**config.mk**
```make
export PLATFORM = sky130hd
export DESIGN_NAME = pipelined_add_sub
export DESIGN_NICKNAME = d
export VERILOG_FILES = /design/src/rtl/pipelined_add_sub.sv
export SDC_FILE = /design/constraint.sdc
export NUM_CORES = 1
export LEC_CHECK = 0
export BUFFER_PORTS_ARGS = -buffer_cell sky130_fd_sc_hd__buf_4
export CORE_MARGIN = 2
export CORE_UTILIZATION = 63
export DETAILED_ROUTE_END_ITERATION = 10
export PLACE_DENSITY = 0.83
export SYNTH_ARGS = -nofsm -noshare
export SYNTH_HDL_FRONTEND = slang
export SYNTH_SLANG_ARGS = --single-unit
```
**constraint.sdc**
```tcl
create_clock -name clk -period 10.5 [get_ports clk]
set_input_delay 2.1 -clock clk [delete_from_list [all_inputs] [get_ports clk]]
set_output_delay 2.1 -clock clk [all_outputs]
set_load 0.005 [all_outputs]
```
**src/rtl/pipelined_add_sub.sv**
```systemverilog
// pipelined_add_sub: N-bit add/subtract split into STAGES slices of W = N/STAGES
// bits. Stage k adds slice k and registers its carry into stage k+1. Operand
// slices that are not yet processed ride along (skew), and finished result
// slices accumulate as the transaction moves (deskew). Because of this, the
// last stage register holds the whole aligned result. The whole pipe advances
// as one unit when the output slot is empty or is being consumed.
// Optional feature: define PIPELINED_ADD_SUB_OVERFLOW_EN to produce a registered
// two's-complement overflow flag. Without it, overflow is tied to 0.
module pipelined_add_sub #(
    parameter int N      = 32,
    parameter int STAGES = 4
) (
    input  logic         clk,
    input  logic         rst,
    input  logic         in_valid,
    output logic         in_ready,
    input  logic         op,
    input  logic [N-1:0] a,
    input  logic [N-1:0] b,
    input  logic         carry_in,
    output logic         out_valid,
    input  logic         out_ready,
    output logic [N-1:0] c,
    output logic         carry_out,
    output logic         overflow
);
    localparam int W = N / STAGES;

    logic adv_s;

    // One slice of the adder. Subtract inverts B here; the +1 arrives as the
    // carry into slice 0.
    function automatic logic [W:0] slice_add(
        input logic [W-1:0] a_s,
        input logic [W-1:0] b_s,
        input logic         sub_s,
        input logic         cin_s
    );
        logic [W-1:0] b_eff;
        b_eff = b_s ^ {W{sub_s}};
        return {1'b0, a_s} + {1'b0, b_eff} + {{W{1'b0}}, cin_s};
    endfunction

    // The pipe moves only when the output register is free or is being drained.
    assign adv_s    = !out_valid || out_ready;
    assign in_ready = adv_s && !rst;

    generate
        for (genvar k = 0; k < STAGES; k++) begin : g_stage
            localparam int RW = (k + 1) * W;   // result bits finished after this stage

            logic          vld_s;
            logic          op_s;
            logic          cin_s;
            logic [W-1:0]  a_sl_s;
            logic [W-1:0]  b_sl_s;
            logic [W:0]    sum_s;
            logic [RW-1:0] r_d;
            logic          vld_q;
            logic          cy_q;
            logic [RW-1:0] r_q;

            if (k == 0) begin : g_src
                assign vld_s  = in_valid;
                assign op_s   = op;
                assign cin_s  = op ? 1'b1 : carry_in;
                assign a_sl_s = a[W-1:0];
                assign b_sl_s = b[W-1:0];
                assign r_d    = sum_s[W-1:0];
            end else begin : g_src
                assign vld_s  = g_stage[k-1].vld_q;
                assign op_s   = g_stage[k-1].g_fwd.op_q;
                assign cin_s  = g_stage[k-1].cy_q;
                assign a_sl_s = g_stage[k-1].g_fwd.a_q[W-1:0];
                assign b_sl_s = g_stage[k-1].g_fwd.b_q[W-1:0];
                assign r_d    = {sum_s[W-1:0], g_stage[k-1].r_q};
            end

            assign sum_s = slice_add(a_sl_s, b_sl_s, op_s, cin_s);

            // Stage k register: valid bit, slice carry-out and finished result slices.
            always_ff @(posedge clk or posedge rst) begin
                if (rst) begin
                    vld_q <= 1'b0;
                    cy_q  <= 1'b0;
                    r_q   <= {RW{1'b0}};
                end else if (adv_s) begin
                    vld_q <= vld_s;
                    cy_q  <= sum_s[W];
                    r_q   <= r_d;
                end
            end

            if (k < STAGES - 1) begin : g_fwd
                localparam int OW = N - RW;    // operand bits still waiting for a stage

                logic          op_q;
                logic [OW-1:0] a_q;
                logic [OW-1:0] b_q;
                logic [OW-1:0] a_rest_s;
                logic [OW-1:0] b_rest_s;

                if (k == 0) begin : g_rest
                    assign a_rest_s = a[N-1:W];
                    assign b_rest_s = b[N-1:W];
                end else begin : g_rest
                    assign a_rest_s = g_stage[k-1].g_fwd.a_q[N-k*W-1:W];
                    assign b_rest_s = g_stage[k-1].g_fwd.b_q[N-k*W-1:W];
                end

                // Skew the unprocessed operand slices and the op bit one stage forward.
                always_ff @(posedge clk or posedge rst) begin
                    if (rst) begin
                        op_q <= 1'b0;
                        a_q  <= {OW{1'b0}};
                        b_q  <= {OW{1'b0}};
                    end else if (adv_s) begin
                        op_q <= op_s;
                        a_q  <= a_rest_s;
                        b_q  <= b_rest_s;
                    end
                end
            end
        end
    endgenerate

    assign out_valid = g_stage[STAGES-1].vld_q;
    assign c         = g_stage[STAGES-1].r_q;
    assign carry_out = g_stage[STAGES-1].cy_q;

`ifdef PIPELINED_ADD_SUB_OVERFLOW_EN
    // The carry into the MSB is recovered as a ^ b_eff ^ sum at that bit.
    function automatic logic ovf_flag(
        input logic a_msb,
        input logic b_eff_msb,
        input logic sum_msb,
        input logic cout
    );
        return (a_msb ^ b_eff_msb ^ sum_msb) ^ cout;
    endfunction

    logic ovf_d;
    logic ovf_q;

    assign ovf_d = ovf_flag(g_stage[STAGES-1].a_sl_s[W-1],
                            g_stage[STAGES-1].b_sl_s[W-1] ^ g_stage[STAGES-1].op_s,
                            g_stage[STAGES-1].sum_s[W-1],
                            g_stage[STAGES-1].sum_s[W]);

    // Overflow is registered with the final result slice so that it stays aligned with c.
    always_ff @(posedge clk or posedge rst) begin
        if (rst) begin
            ovf_q <= 1'b0;
        end else if (adv_s) begin
            ovf_q <= ovf_d;
        end
    end

    assign overflow = ovf_q;
`else
    assign overflow = 1'b0;
`endif

endmodule

```
==> impl_metrics.json, run 1 <==
{
  "status": "complete, no violations",
  "clock.fmax_mhz": 187.6,
  "syn_area_per_cell_sq_um": 8.984,
  "fp-row-count": 42,
  "setup.worst_path.end_class": "primary output",
  "grt_max_degree": 189,
  "gp_congestion": 0.7997,
  "htreeDepth": 4,
  "fin_crit_ps": 5329,
  "clock_sinks": 187,
  "grt_antenna_before_repair": 0,
  "synth_seq_cells": 187,
  "leakage_nw": 5.290,
  "setup_viol": 0,
  "wl_um": 15900,
  "crit_path_max_fanout": 188,
  "numCtsBuffers": 17,
  "worstMarginPinSlew_ps": 1079,
  "antenna_left": 0,
  "postCtsSetupBuffers": 0,
  "first_global_vias": 5962,
  "n_fill_cell": 946,
  "final_hold_viol_count": 0,
  "p_clk_share_pct": 20.8,
  "grt_use_total_pct": 23.94,
  "seqPwrFrac_pct": 38.0,
  "synth_top_flop_cell": "dfrtp_1",
  "core_area_sq_mm": 0.01319,
  "diodes": 0,
  "grt_pass1_wl_um": 27720,
  "drt_iter0_markers": 579,
  "relSlewSlack_pct": 28.07,
  "max-vdd-ir-drop_mv": 0.4049,
  "syn_to_final_growth_pct": 17.57,
  "p_sw_w": 0.001171,
  "vias_per_cell": 5.199,
  "ctsResizeCount": 0,
  "fin_hold_ws_ps": 465.4,
  "arrival_ps": 3230,
  "remaining_drc_errors": 0,
  "die_w_um": 120.2,
  "fin_nets": 1132,
  "finalCoreUtilization_pct": 75.84,
  "setup_tns_ps": 0,
  "synth_nets": 1053,
  "wl_per_cell_um": 13.12,
  "vias": 6301,
  "netSwitchingFraction_pct": 35.95,
  "clockBufferDepth": 2,
  "intPower_w": 0.002086,
  "synth_warnings": 0,
  "reg2reg_from": "g_stage[2].g_fwd.op_q",
  "hp-class": "reg -> reg",
  "comb_power_share_pct": 41.1,
  "layout_common_cells": "nand2_1, dfrtp_1, buf_4, xor2_1, ha_1",
  "dr.pass1.iters": 5,
  "crit_type": "in -> out",
  "placement.io_buffers": 104,
  "synth_edf_count": 0,
  "layout_commonest_cell": "nand2_1",
  "startpoint_type": "input pin",
  "finalClockSkew_ps": 5.466,
  "clkTransAtPathRegs_ps": 60,
  "reg2reg_depth": 8,
  "place_inst": 1183,
  "dp_hpwl_um": 10190,
  "crit_path_start": "out_ready",
  "r2r_end": "carry_out",
  "totalPowerFinal_w": 0.003257,
  "async_flop_share_pct": 100.0,
  "grt_overflow_total": 0,
  "fin_crit_sh_pct": 50.76,
  "drv_slew": 0,
  "drive_gt1_share_pct": 14.00,
  "die-area_sq_mm": 0.01445,
  "regToRegSetupSlack_ps": 7870,
  "cts_hold_buffers": 0,
  "synthesis.area_sq_mm": 0.008508,
  "fin_cells": 1212,
  "root_buffer": "clkbuf_16",
  "drv_cap": 0,
  "required_ps": 8400,
  "cts_tree": "built",
  "synth_cells": 947,
  "clk-insertion-delay-late_ps": 420,
  "ys_seq_area_share_pct": 55.00,
  "die_y_um": 120.2,
  "rsz0062_at_grt": "no",
  "yosysUniqueCellTypes": 37,
  "power-per-cell-area_mw_per_mm2": 325.5,
  "ioPinCount": 106,
  "start_util_pct": 64.50,
  "crit_path_end": "in_ready"
}
through the flow:
step           worst slack (ps)  area [sq um]
2_1_floorplan              3315          8508
3_3_place_gp               5179          9376
3_5_place_dp               5196          9376
4_1_cts                    5198         10000
5_1_grt                    5089         10000
6_report                   5171         10000
Yosys cell counts, drive strengths merged, types with 4 or more instances:
library cell	count	area, sq um
nand2	455	1708
dfrtp	187	4679
clkbuf	34	127.6
xor2	34	297.8
ha	28	350.3
nor2	26	97.59
o21ai	25	125.1
inv	21	78.83
o21a	19	142.6
a21oi	13	65.06
buf	13	62.56
nor3	12	60.06
o31ai	10	75.07
a211oi	9	67.56
nor2b	9	71.32
a21o	8	60.06
fa	8	160.2
o31a	8	72.57
or3	5	31.28
a31oi	4	25.02
cells by family (layout without fill, tap and decap cells):
logic type / count (synthesis) / after routing / share of synthesized area (%)
other: 1 / 1 / 0.04408
DFF: 187 / 187 / 55.00
and+or+nand+nor: 514 / 514 / 23.65
buffers and inverters: 68 / 157 / 3.162
xor gates and xnor gates: 37 / 37 / 3.809
adders and majority gates: 36 / 36 / 6.000
AOI/OAI and AO/OA: 104 / 104 / 8.338
per-layer routing:
metal	share of wire (%)	global-route usage, %
met1	48	36.13
met2	46	35.97
met3	4.7	4.057
met4	1.7	7.631
met5	0	0
final cells by class:
| type | count | area, sq um | share of cell area (%) |
|---|---|---|---|
| well taps | 176 | 220.2 | 2.201 |
| repair buffers | 107 | 815.8 | 8.155 |
| inverters | 21 | 86.33 | 0.8630 |
| clock buffers | 20 | 456.7 | 4.565 |
| clock inverters | 9 | 170.2 | 1.701 |
| flip-flops and latches | 187 | 4679 | 46.78 |
| multi-input cells | 692 | 3575 | 35.74 |
worst max-delay path: stages:
cell	delay, ps
buf_4	120
nor2b_4	120
buf_12	510
nor2_1	80
buf_4	160
state kept, by name, indices dropped and copies added, names as in the netlist:
name	count
g_stage.g_fwd.a_q	48
g_stage.g_fwd.b_q	48
out_valid	1
c	32
g_stage.g_fwd.op_q	3
g_stage.r_q	48
g_stage.vld_q	3
g_stage.cy_q	3
carry_out	1
power by group through the flow:
stage	Clock, W	Sequential [W]	Combinational, W
floorplan	0	0.00119	0.00101
CTS	0.000687	0.00124	0.00135
global route	0.000721	0.00128	0.00154
detailed placement	0	0.00125	0.00132
global placement	0	0.00123	0.00127
finish	0.000679	0.00124	0.00134
worst min path at each step:
stage	startpoint	to	cells after the start
final	c[6]	c[6]	2
after global placement	g_stage[0].r_q[0]	g_stage[0].r_q[0]	2
after floorplan	g_stage[2].vld_q	g_stage[2].vld_q	2
after global routing	g_stage[2].r_q[7]	g_stage[2].r_q[7]	2
after detailed placement	g_stage[2].vld_q	out_valid	1
after CTS	g_stage[2].r_q[7]	c[7]	2
(Power assumes the default switching activity.)
==> run 2, diff against run 1 <==
--- a/config.mk
+++ b/config.mk
@@ -5,11 +5,12 @@
 export SDC_FILE = /design/constraint.sdc
 export NUM_CORES = 1
 export LEC_CHECK = 0
+export ABC_AREA = 1
 export BUFFER_PORTS_ARGS = -buffer_cell sky130_fd_sc_hd__buf_4
 export CORE_MARGIN = 2
-export CORE_UTILIZATION = 63
+export CORE_UTILIZATION = 59
 export DETAILED_ROUTE_END_ITERATION = 10
-export PLACE_DENSITY = 0.83
+export PLACE_DENSITY = 0.78
 export SYNTH_ARGS = -nofsm -noshare
 export SYNTH_HDL_FRONTEND = slang
 export SYNTH_SLANG_ARGS = --single-unit
==> constraint.sdc (replaced) <==
create_clock -name clk -period 5 [get_ports clk]
set_input_delay 1 -clock clk [delete_from_list [all_inputs] [get_ports clk]]
set_output_delay 1 -clock clk [all_outputs]
set_load 0.005 [all_outputs]
==> impl_metrics.json, run 2 <==
{
  "final_hold_viol_count": 0,
  "clock_sinks": 187,
  "fp-row-count": 45,
  "die_w_um": 127.2,
  "worstMarginPinSlew_ps": 1075,
  "htreeDepth": 4,
  "async_flop_share_pct": 100.0,
  "finalClockSkew_ps": 5.755,
  "drive_gt1_share_pct": 16.56,
  "die_y_um": 127.2,
  "vias": 6514,
  "synth_edf_count": 0,
  "clkTransAtPathRegs_ps": 70,
  "grt_use_total_pct": 21.27,
  "status": "complete, no violations",
  "fin_crit_ps": 2845,
  "drv_slew": 0,
  "synth_area_leaders": "dfrtp_1, nand2_1, inv_1",
  "layout_commonest_cell": "nand2_1",
  "synth_area_leader_cell": "dfrtp_1",
  "synth_nets": 1124,
  "finalCoreUtilization_pct": 68.32,
  "clock.fmax_mhz": 351.5,
  "root_buffer": "clkbuf_16",
  "setup_viol": 0,
  "clockBufferDepth": 2,
  "synth_warnings": 0,
  "synthesis.area_sq_mm": 0.008961,
  "layout_common_cells": "nand2_1, dfrtp_1, buf_4, inv_1, o21ai_0",
  "leakage_nw": 5.476,
  "drv_cap": 0,
  "startpoint_type": "input pin",
  "netlist.area_leader.share_pct": 52.22,
  "syn_area_per_cell_sq_um": 8.803,
  "yosysUniqueCellTypes": 30,
  "cts_tree": "built",
  "ioPinCount": 106,
  "diodes": 0,
  "grt_pass1_wl_um": 27600,
  "numCtsBuffers": 17,
  "cts_hold_buffers": 0,
  "synthTopCellsByCount": "nand2_1, dfrtp_1, inv_1",
  "power-per-cell-area_mw_per_mm2": 666.9,
  "crit_type": "in -> out",
  "fin_nets": 1206,
  "drt_iter0_markers": 546,
  "dr.pass1.iters": 5,
  "core_area_sq_mm": 0.01503,
  "dp_hpwl_um": 10150,
  "relSlewSlack_pct": 28.33,
  "path_cells": "buf_4 -> nor2_4 -> buf_4 -> nor2_1 -> buf_4",
  "grt_antenna_before_repair": 0,
  "fin_crit_sh_pct": 56.90,
  "synth_top_flop_cell": "dfrtp_1",
  "syn_to_final_growth_pct": 14.62,
  "start_util_pct": 59.61,
  "max_stage_delay_ps": 350,
  "synth_cells": 1018,
  "grt_overflow_total": 0,
  "postCtsSetupBuffers": 0,
  "die-area_sq_mm": 0.01619,
  "grt_max_degree": 188,
  "reg_top3": "g_stage.g_fwd.a_q x48, g_stage.g_fwd.b_q x48, g_stage.r_q x48",
  "hp-class": "reg -> reg",
  "arrival_ps": 1840,
  "remaining_drc_errors": 0,
  "synth_seq_cells": 187,
  "first_global_vias": 6034,
  "required_ps": 4000,
  "vias_per_cell": 5.015,
  "setup.worst_path.end_class": "primary output",
  "crit_path_max_fanout": 37,
  "setup_tns_ps": 0,
  "wl_um": 16280,
  "gp_congestion": 0.8029,
  "synth.most_common_cell": "nand2_1",
  "rsz0062_at_grt": "no",
  "ys_seq_area_share_pct": 52.22,
  "wl_per_cell_um": 12.53,
  "slowest_stage": "buf_4",
  "antenna_left": 0,
  "ctsResizeCount": 0,
  "placement.io_buffers": 104,
  "critPathMostFrequentCell": "buf_4",
  "max-vdd-ir-drop_mv": 0.3102,
  "clk-insertion-delay-late_ps": 430
}
run 2: stage by stage:
step	cells	area (sq um)	setup slack, ps	hold WS [ps]	power (W)
floorplan	1018	8965	1594	440.0	0.004804
finish	1299	10270	2155	466.1	0.006850
global placement	1269	9672	2165	449.3	0.005353
detailed placement	1269	9672	2167	450.7	0.005479
CTS	1299	10270	2158	468.8	0.006907
global route	1299	10270	2084	479.2	0.007467
run 2: layout make-up:
| cell class | count | area, sq um |
|---|---|---|
| Clock buffer | 20 | 456.7 |
| Clock inverter | 10 | 142.6 |
| Fill cell | 1236 | 4762 |
| Inverter | 101 | 387.9 |
| Multi-Input combinational cell | 684 | 3538 |
| Sequential cell | 187 | 4679 |
| Tap cell | 188 | 235.2 |
| Timing Repair Buffer | 109 | 830.8 |
run 2: per-layer routing:
metal  GRT usage, %  wire length [um]  vias to the layer above
met5              0                 0                        -
met4          7.240               331                        0
met3          4.271               621                       32
met2          35.33              7927                      139
met1          28.34              7395                     3028
li1               -                 -                     3315
run 2: worst max-delay path: cells and delay by family:
family	cells	cell delay, ps
buffers and inverters	3	610
AND/OR/NAND/NOR	2	220
run 2: cells by family after synthesis:
logic type      after synthesis  synth area share, %
simple gates                489                21.63
flops                       187                52.22
buf+inv                     147                8.294
compound gates              124                8.796
fa+ha+maj                    36                5.697
xor+xnor                     34                3.323
other cells                   1              0.04185
run 2: path summary, 6_finish.rpt:
path / start / endpoint / slack (ps) / depth (start not counted)
max in group asynchronous: rst / g_stage[2].g_fwd.b_q[6] / 3350 / 3
min in group asynchronous: rst / g_stage[0].g_fwd.a_q[17] / 790 / 3
min: g_stage[1].r_q[2] / g_stage[2].r_q[2] / 470 / 2
max reg2reg: g_stage[2].g_fwd.op_q / carry_out / 2640 / 10
min reg2reg: g_stage[1].r_q[2] / g_stage[2].r_q[2] / 470 / 2
max: out_ready / in_ready / 2160 / 5
run 2: power breakdown:
group | leakage [nW] | switching, W | internal [W] | total, W
logic | 2.94 | 0.00171 | 0.00120 | 0.00291
registers | 2.26 | 0.000378 | 0.00218 | 0.00256
clock network | 0.281 | 0.000564 | 0.000809 | 0.00137
